### config.mk
export PLATFORM = sky130hd
export DESIGN_NAME = matrix_scan_ctrl
export DESIGN_NICKNAME = d
export VERILOG_FILES = /design/src/rtl/matrix_pkg.sv /design/src/rtl/matrix_oe_timer.sv /design/src/rtl/matrix_scan_ctrl.sv
export SDC_FILE = /design/constraint.sdc
export NUM_CORES = 1
export LEC_CHECK = 0
export BUFFER_PORTS_ARGS = -buffer_cell sky130_fd_sc_hd__buf_2
export CORE_AREA = 8 8 70 84
export CTS_CLUSTER_DIAMETER = 200
export DETAILED_ROUTE_END_ITERATION = 10
export DIE_AREA = 0 0 78 92
export PLACE_DENSITY = 0.77
export SLEW_MARGIN = 20
export SYNTH_ARGS = -nofsm -noshare
export SYNTH_HDL_FRONTEND = slang
export SYNTH_SLANG_ARGS = --single-unit
### constraint.sdc
create_clock -name clk -period 2.1 [get_ports clk]
set_input_delay 0.315 -clock clk [delete_from_list [all_inputs] [get_ports clk]]
set_output_delay 0.315 -clock clk [all_outputs]
set_load 0.03 [all_outputs]
### src/rtl/matrix_pkg.sv
// Shared types and constants for the LED matrix scan controller.
// MATRIX_BCM_EN selects three binary-coded-modulation bit-planes instead of one.
package matrix_pkg;

  typedef enum logic [2:0] {
    ST_IDLE,
    ST_FETCH,
    ST_SHIFT,
    ST_BLANK,
    ST_LATCH,
    ST_DISPLAY
  } state_t;

  localparam int unsigned MATRIX_COLS = 64;
  localparam int unsigned MATRIX_ROWS = 16;

`ifdef MATRIX_BCM_EN
  localparam int unsigned MATRIX_PLANES = 3;
`else
  localparam int unsigned MATRIX_PLANES = 1;
`endif

endpackage

### src/rtl/matrix_oe_timer.sv
// Down-counter that times the panel output-enable window.
// done is high during the last cycle of a window of 'load' cycles started by 'start'.
module matrix_oe_timer #(
  parameter int unsigned W = 8
) (
  input  logic         clk,
  input  logic         rst,
  input  logic         start,
  input  logic [W-1:0] load,
  output logic         done
);

  logic [W-1:0] cnt;

  // done is registered one cycle early so it lines up with the final count
  always_ff @(posedge clk or posedge rst) begin
    if (rst) begin
      cnt  <= '0;
      done <= 1'b0;
    end else if (start) begin
      cnt  <= load;
      done <= (load == W'(1));
    end else if (cnt != '0) begin
      cnt  <= cnt - W'(1);
      done <= (cnt == W'(2));
    end else begin
      done <= 1'b0;
    end
  end

endmodule

### src/rtl/matrix_scan_ctrl.sv
// HUB75-style LED matrix scan controller: fetch, shift, latch and display each row.
// Define MATRIX_BCM_EN for three bit-planes with doubling display windows.
module matrix_scan_ctrl
  import matrix_pkg::*;
#(
  parameter int unsigned BASE_ON = 16,
  parameter int unsigned COLS    = MATRIX_COLS,
  parameter int unsigned ROWS    = MATRIX_ROWS
) (
  input  logic       clk,
  input  logic       rst,
  input  logic       en,
  output logic       fb_req,
  output logic [9:0] fb_addr,
  output logic [1:0] fb_plane,
  input  logic       fb_ack,
  input  logic [2:0] fb_rgb0,
  input  logic [2:0] fb_rgb1,
  output logic [2:0] rgb0,
  output logic [2:0] rgb1,
  output logic       sclk,
  output logic       lat,
  output logic       oe_n,
  output logic [3:0] row_addr,
  output logic       frame_done
);

  localparam int unsigned TMR_W = $clog2((BASE_ON << (MATRIX_PLANES - 1)) + 1);

  state_t           state;
  logic [5:0]       col;
  logic [3:0]       row;
  logic [1:0]       plane;
  logic             last_col_c;
  logic             last_row_c;
  logic             row_step_c;
  logic             frame_end_c;
  logic [1:0]       plane_nxt_c;
  logic [3:0]       row_nxt_c;
  logic             tmr_start_c;
  logic [TMR_W-1:0] tmr_load_c;
  logic             tmr_done;

  assign last_col_c = (col == 6'(COLS - 1));
  assign last_row_c = (row == 4'(ROWS - 1));

  // Plane/row sequencing applied when a display window ends
`ifdef MATRIX_BCM_EN
  logic last_plane_c;
  assign last_plane_c = (plane == 2'(MATRIX_PLANES - 1));
  assign plane_nxt_c  = last_plane_c ? 2'd0 : plane + 2'd1;
  assign row_step_c   = last_plane_c;
`else
  assign plane_nxt_c  = 2'd0;
  assign row_step_c   = 1'b1;
`endif

  assign row_nxt_c   = row_step_c ? (last_row_c ? 4'd0 : row + 4'd1) : row;
  assign frame_end_c = row_step_c && last_row_c;

  assign fb_plane    = plane;
  assign tmr_start_c = (state == ST_LATCH);
  assign tmr_load_c  = TMR_W'(BASE_ON) << plane;

  matrix_oe_timer #(
    .W(TMR_W)
  ) u_oe_timer (
    .clk  (clk),
    .rst  (rst),
    .start(tmr_start_c),
    .load (tmr_load_c),
    .done (tmr_done)
  );

  always_ff @(posedge clk or posedge rst) begin
    if (rst) begin
      state      <= ST_IDLE;
      col        <= '0;
      row        <= '0;
      plane      <= '0;
      fb_req     <= 1'b0;
      fb_addr    <= '0;
      rgb0       <= '0;
      rgb1       <= '0;
      sclk       <= 1'b0;
      lat        <= 1'b0;
      oe_n       <= 1'b1;
      row_addr   <= '0;
      frame_done <= 1'b0;
    end else begin
      sclk       <= 1'b0;
      lat        <= 1'b0;
      frame_done <= 1'b0;
      unique case (state)
        ST_IDLE: begin
          if (en) begin
            state   <= ST_FETCH;
            fb_req  <= 1'b1;
            fb_addr <= {row, col};
          end
        end
        ST_FETCH: begin
          if (fb_ack) begin
            state  <= ST_SHIFT;
            fb_req <= 1'b0;
            rgb0   <= fb_rgb0;
            rgb1   <= fb_rgb1;
            sclk   <= 1'b1;
          end
        end
        ST_SHIFT: begin
          if (last_col_c) begin
            col   <= '0;
            state <= ST_BLANK;
          end else begin
            col     <= col + 6'd1;
            fb_req  <= 1'b1;
            fb_addr <= {row, col + 6'd1};
            state   <= ST_FETCH;
          end
        end
        ST_BLANK: begin
          lat      <= 1'b1;
          row_addr <= row;
          state    <= ST_LATCH;
        end
        ST_LATCH: begin
          oe_n  <= 1'b0;
          state <= ST_DISPLAY;
        end
        ST_DISPLAY: begin
          // en is only honoured at a frame boundary so frames always complete
          if (tmr_done) begin
            oe_n       <= 1'b1;
            plane      <= plane_nxt_c;
            row        <= row_nxt_c;
            fb_addr    <= {row_nxt_c, 6'd0};
            frame_done <= frame_end_c;
            if (frame_end_c && !en) begin
              state <= ST_IDLE;
            end else begin
              state  <= ST_FETCH;
              fb_req <= 1'b1;
            end
          end
        end
        default: state <= ST_IDLE;
      endcase
    end
  end

endmodule

==> results of run 1 <==
==> per-layer routing <==
layer	wire, um	vias to the layer above
met1	1657	780
met5	0	-
met4	79	0
li1	-	761
met2	2214	22
met3	176	5
==> worst reg2reg max path: cells and delay by family, from the launching register on <==
kind / cells / cell delay, ps
mux: 1 / 380
compound gates: 1 / 370
flops: 1 / 440
simple gates: 2 / 360
fa+ha+maj: 1 / 240
==> metrics by stage <==
step	instance area (um^2)	std cells	util (%)	power [uW]	worst slack [ps]
final	2562	294	56.61	3752	196.0
after global routing	2562	294	56.61	3989	81.26
after CTS	2562	294	56.61	3797	188.7
after detailed placement	2404	286	53.10	2887	196.8
after global placement	2404	286	53.10	2846	271.6
after floorplan	2190	201	-	2540	388.5
==> report_power, final <==
group          total (uW)  switching [uW]  internal (uW)
clock                 892             297            595
combinational        1440             825            613
sequential           1420             294           1130
==> cell type report <==
| cell class | count | area (um^2) |
|---|---|---|
| clock inverters | 3 | 90.09 |
| multi-input cells | 135 | 983.4 |
| well taps | 58 | 72.57 |
| repair buffers | 39 | 207.7 |
| fillers | 411 | 1964 |
| inverters | 10 | 37.54 |
| flip-flops and latches | 44 | 1102 |
| clock buffers | 5 | 68.82 |
==> cells in the final DEF (no fill, tap or decap), types with 2 or more instances in the layout <==
cell and n:
mux2i_1 4, nand3b_1 2, mux2_2 19, bufinv_16 3
clkbuf_8 5, a31oi_1 3, a21oi_1 11, a22o_1 3
ha_1 4, nor3_1 2, buf_2 34, xor2_1 2
buf_4 5, nor3b_4 2, a41oi_1 2, conb_1 2
and3_1 2, a211oi_1 2, xnor2_1 5, o21ai_0 7
or3b_1 2, dfrtp_1 43, nand3_1 5, nand2_1 24
inv_1 10, nor2_1 12
==> cells by family (layout without fill, tap and decap cells) <==
group                      after synthesis  after routing
AOI/OAI and AO/OA                       37             37
and+or+nand+nor                         61             61
adders and majority gates                4              4
DFF                                     44             44
xor gates and xnor gates                 7              7
buffers and inverters                   22             57
muxes                                   24             24
other                                    1              2
==> sequential cells by signal, indices dropped and copies added, names as in the netlist, 3 cells and up <==
register,flops
fb_addr,10
col,6
u_oe_timer.cnt,5
row,4
row_addr,4
rgb0,3
rgb1,3
state,3
==> how the worst max path moves through the flow <==
stage	endpoint	slack [ps]	depth (start not counted)
after floorplan	fb_addr[1]$_DFFE_PP0P_	390	5
after global placement	fb_addr[2]$_DFFE_PP0P_	270	5
after detailed placement	fb_addr[1]$_DFFE_PP0P_	200	5
after CTS	fb_addr[9]$_DFFE_PP0P_	190	5
after global routing	fb_addr[1]$_DFFE_PP0P_	80	5
final	fb_addr[9]$_DFFE_PP0P_	200	5
==> results.json, run 1 <==
{
  "outcome": "complete, no violations",
  "drv_cap": 0,
  "syn_avg_cell_area_um2": 10.93,
  "critPathKind": "reg -> reg",
  "area_delta_synth_final_pct": 17.23,
  "synth-edff-count": 0,
  "ys_types": 48,
  "synth_top_cell_by_area": "dfrtp_1",
  "rrSetupSlack_ps": 200,
  "die_x_um": 78,
  "hpwl_mm": 2.960,
  "dieArea_um2": 7176,
  "finalHoldViolations": 0,
  "n_antenna_cell": 0,
  "rr_worst_depth": 5,
  "rsz0062_at_grt": "no",
  "grt_pass1_wl_mm": 6.996,
  "synth-simple-area-share_pct": 15.57,
  "muxShareOfSynthArea_pct": 12.14,
  "yosysSeqAreaShare_pct": 50.43,
  "grt_use_met3_pct": 3.418,
  "post_cts_buffers": 0,
  "cp-startpoint": "col[0]$_DFFE_PP0P_",
  "fin_nets": 249,
  "design.core.area_um2": 4527,
  "cts_tree": "done",
  "fmax_mhz": 525.2,
  "synthFlopType": "dfrtp_1",
  "holdCritPathClass": "in -> async",
  "ys_ff_latch": 44,
  "worst_ep_arrival_time_ps": 2090,
  "cpLargestDelayFamily": "flip-flops",
  "clk_pin_slew_ps": 90,
  "synth_compound_area_share_pct": 11.85,
  "grtUsageTotal_pct": 11.96,
  "cts_max_path_buffers": 2,
  "vias": 1568,
  "ant_nets": 0,
  "synth_area_leaders": "dfrtp_1, mux2_2, nand2_1",
  "slowest_stage": "dfrtp_1",
  "fin_worst_skew_ps": 7.780,
  "synth-warning-count": 0,
  "tightest_slew_ps": 531.7,
  "grt_max_degree": 45,
  "slowest_delay_ps": 440,
  "grt-ovfl-total": 0,
  "numCtsBuffers": 5,
  "reg2reg_from": "col[0]$_DFFE_PP0P_",
  "async_flop_share_pct": 100.0,
  "setup_viol": 0,
  "post_drt_wl_per_cell_um": 14.04,
  "netlist_area_um2": 2186,
  "grt_pass1_vias": 1496,
  "portBuffers": 34,
  "leakagePower_uw": 0.001270,
  "insertion_delay_ps": 300,
  "grt.met1_usage_pct": 12.80,
  "htreeDepth": 2,
  "gp_congestion": 0.8123,
  "required_ps": 2290,
  "pwr_density_cell_nw_per_um2": 1464,
  "synth.most_common_cell": "dfrtp_1",
  "min_period_ps": 1904,
  "start_kind": "flip-flop",
  "synth_top_family_by_area": "simple AND/OR/NAND/NOR gates",
  "crit_chain": "ha_1 -> and3_4 -> nand3_4 -> a2bb2oi_4 -> mux2_2",
  "tns_ps": 0,
  "synth_commonest_cells": "dfrtp_1, nand2_1, mux2_2",
  "antenna_found_initial": 0,
  "synth-xor-area-share_pct": 2.805,
  "holdWs_ps": 134.7,
  "peakVddDrop_mv": 0.6836,
  "critPathCaptureType": "flip-flop",
  "wirelength_mm": 4.128,
  "drt-vias-per-instance": 5.333,
  "drc": 0,
  "synthAdderAreaFrac_pct": 2.290,
  "cts_sinks": 44,
  "grt_busiest_layer": "met2",
  "io_pins": 37,
  "root_buffer": "clkbuf_8",
  "first_pass_iters": 4,
  "min_period_over_period_pct": 90.66,
  "cts_resized": 0,
  "drtIter0Drc": 34,
  "rows": 27,
  "maxSlewViolCount": 0,
  "critPathBufInv": 0,
  "netlist_instances": 200,
  "drive_gt1_share_pct": 30.51,
  "crit_path_max_fanout": 10,
  "die_h_um": 92,
  "met2_usage_pct": 21.14,
  "start_util_pct": 48.29,
  "maxSlewHeadroom_pct": 64.55,
  "synth_top_area_share_pct": 49.23,
  "reg2reg_to": "fb_addr[9]$_DFFE_PP0P_",
  "postCtsHoldBufs": 0
}
Power figures use the tool's default switching activity.
==> inputs of run 2 (changes only) <==
- clock period: 2.1 -> 1.8 ns (I/O delays scaled with it)
==> run 2 against run 1 <==
- non-clock buffer count rose by 14
- worst setup slack lost 85 ps
- cell area grew 4.1%
- highest routed layer unchanged
==> results.json, run 2 (same netlist as run 1, synthesis figures left out) <==
{
  "outcome": "complete, no violations",
  "rr_worst_depth": 6,
  "largest_reg_flops": 10,
  "setup_viol": 0,
  "min_period_over_period_pct": 93.81,
  "worst_ep_arrival_time_ps": 1910,
  "critPathCaptureType": "flip-flop",
  "post_drt_wl_per_cell_um": 14.11,
  "fin_worst_skew_ps": 12.76,
  "pwr_density_cell_nw_per_um2": 1635,
  "area_delta_synth_final_pct": 21.98,
  "antenna_found_initial": 0,
  "insertion_delay_ps": 300,
  "cts_tree": "done",
  "fin_nets": 264,
  "grt_pass1_wl_mm": 7.348,
  "maxSlewViolCount": 0,
  "power_frac_comb_pct": 45.4,
  "wirelength_mm": 4.361,
  "leakagePower_uw": 0.001333,
  "clk_pin_slew_ps": 90,
  "rsz0062_at_grt": "no",
  "drt-vias-per-instance": 5.246,
  "vias": 1621,
  "drv_cap": 0,
  "required_ps": 2020,
  "finalHoldViolations": 0,
  "pre_cts_ws_ps": 40.63,
  "peakVddDrop_mv": 0.6389,
  "grtUsageTotal_pct": 12.53,
  "intPower_uw": 2672,
  "gp_congestion": 0.8150,
  "cts_sinks": 44,
  "die_x_um": 78,
  "slowest_stage": "dfrtp_1",
  "final_common_cell": "dfrtp_1",
  "crit_path_max_fanout": 6,
  "grt-ovfl-total": 0,
  "crit_chain": "ha_1 -> and3_4 -> nand3_4 -> buf_4 -> or3b_1 -> a21oi_1",
  "largest_register": "fb_addr",
  "tns_ps": 0,
  "worst_slack_ps": 111.5,
  "holdCritPathClass": "in -> async",
  "drive_gt1_share_pct": 35.06,
  "start_util_pct": 48.29,
  "power.share.clock_pct": 18.8,
  "numCtsBuffers": 5,
  "seqPwrFrac_pct": 35.8,
  "start_kind": "flip-flop",
  "portBuffers": 34,
  "grt_max_degree": 45,
  "min_period_ps": 1689,
  "layout_common_cells": "dfrtp_1, buf_2, nand2_1, mux2_2, buf_4",
  "critPathKind": "reg -> reg",
  "fmax_mhz": 592.2,
  "n_antenna_cell": 0,
  "root_buffer": "clkbuf_8",
  "dieArea_um2": 7176,
  "io_pins": 37,
  "drc": 0,
  "slowest_delay_ps": 400,
  "p_switching_uw": 1688,
  "rrSetupSlack_ps": 110,
  "swShare_pct": 38.71,
  "first_pass_iters": 4,
  "largestRegisters": "fb_addr: 10 flops, col: 6 flops, u_oe_timer.cnt: 5 flops",
  "rows": 27,
  "htreeDepth": 2,
  "design.core.area_um2": 4527,
  "die_h_um": 92,
  "ant_nets": 0,
  "hpwl_mm": 3.200,
  "drtIter0Drc": 70,
  "grt_pass1_vias": 1624,
  "cts_max_path_buffers": 2
}
## run 2: through the flow
| stage | cells | instance area [um^2] | total power [uW] | util, % | hold WS, ps |
|---|---|---|---|---|---|
| 3_5_place_dp | 297 | 2499 | 3505 | 55.20 | 355.0 |
| 2_1_floorplan | 201 | 2190 | 2963 | - | 421.7 |
| 5_1_grt | 309 | 2666 | 4671 | 58.90 | 51.62 |
| 6_report | 309 | 2666 | 4360 | 58.90 | 22.38 |
| 4_1_cts | 305 | 2625 | 4332 | 57.99 | 32.48 |
| 3_3_place_gp | 297 | 2499 | 3448 | 55.20 | 349.8 |
## run 2: critical path: cells and delay by family, from the launching register on
family,cells,cell delay [ps]
simple gates,3,680
buf+inv,1,190
fa+ha+maj,1,190
flops,1,400
compound gates,1,140
## run 2: per-layer routing
layer  global-route usage, %  up-vias  part of all wire (%)
li1                        -      798                     -
met1                   13.16      793                    39
met2                   22.47       24                    56
met3                   3.320        6                   3.9
met4                   6.192        0                   1.9
met5                       0        -                     0
## run 2: power by group through the flow
stage | registers (uW) | logic (uW) | clock network (uW)
after floorplan | 1920 | 1040 | 0
after global placement | 1560 | 1890 | 0
after detailed placement | 1580 | 1920 | 0
after CTS | 1560 | 1930 | 838
after global routing | 1610 | 2180 | 876
final | 1560 | 1980 | 820
## run 2: area by class of cell
class / count / area [um^2]
inverter: 10 / 37.54
sequential: 44 / 1102
clock inverter: 1 / 30.03
multi-input combinational: 136 / 1002
tap: 58 / 72.57
timing repair buffer: 53 / 325.3
fill: 391 / 1861
clock buffer: 7 / 96.34
## run 2: what timing repair did
item	in CTS	in global routing
setup endpoints to repair	0	13
buffers inserted	0	3
hold buffers	0	0
gates resized for setup	0	1
## run 2: worst paths after layout
kind                                    start                   end
setup reg to reg           col[1]$_DFFE_PP0P_  state[1]$_DFFE_PP0P_
setup / recovery           col[1]$_DFFE_PP0P_  state[1]$_DFFE_PP0P_
min in group clk                   fb_rgb0[0]   rgb0[0]$_DFFE_PP0P_
hold reg to reg              oe_n$_DFFE_PP1P_      oe_n$_DFFE_PP1P_
hold / removal                            rst         lat$_DFF_PP0_
max in group asynchronous                 rst      oe_n$_DFFE_PP1P_
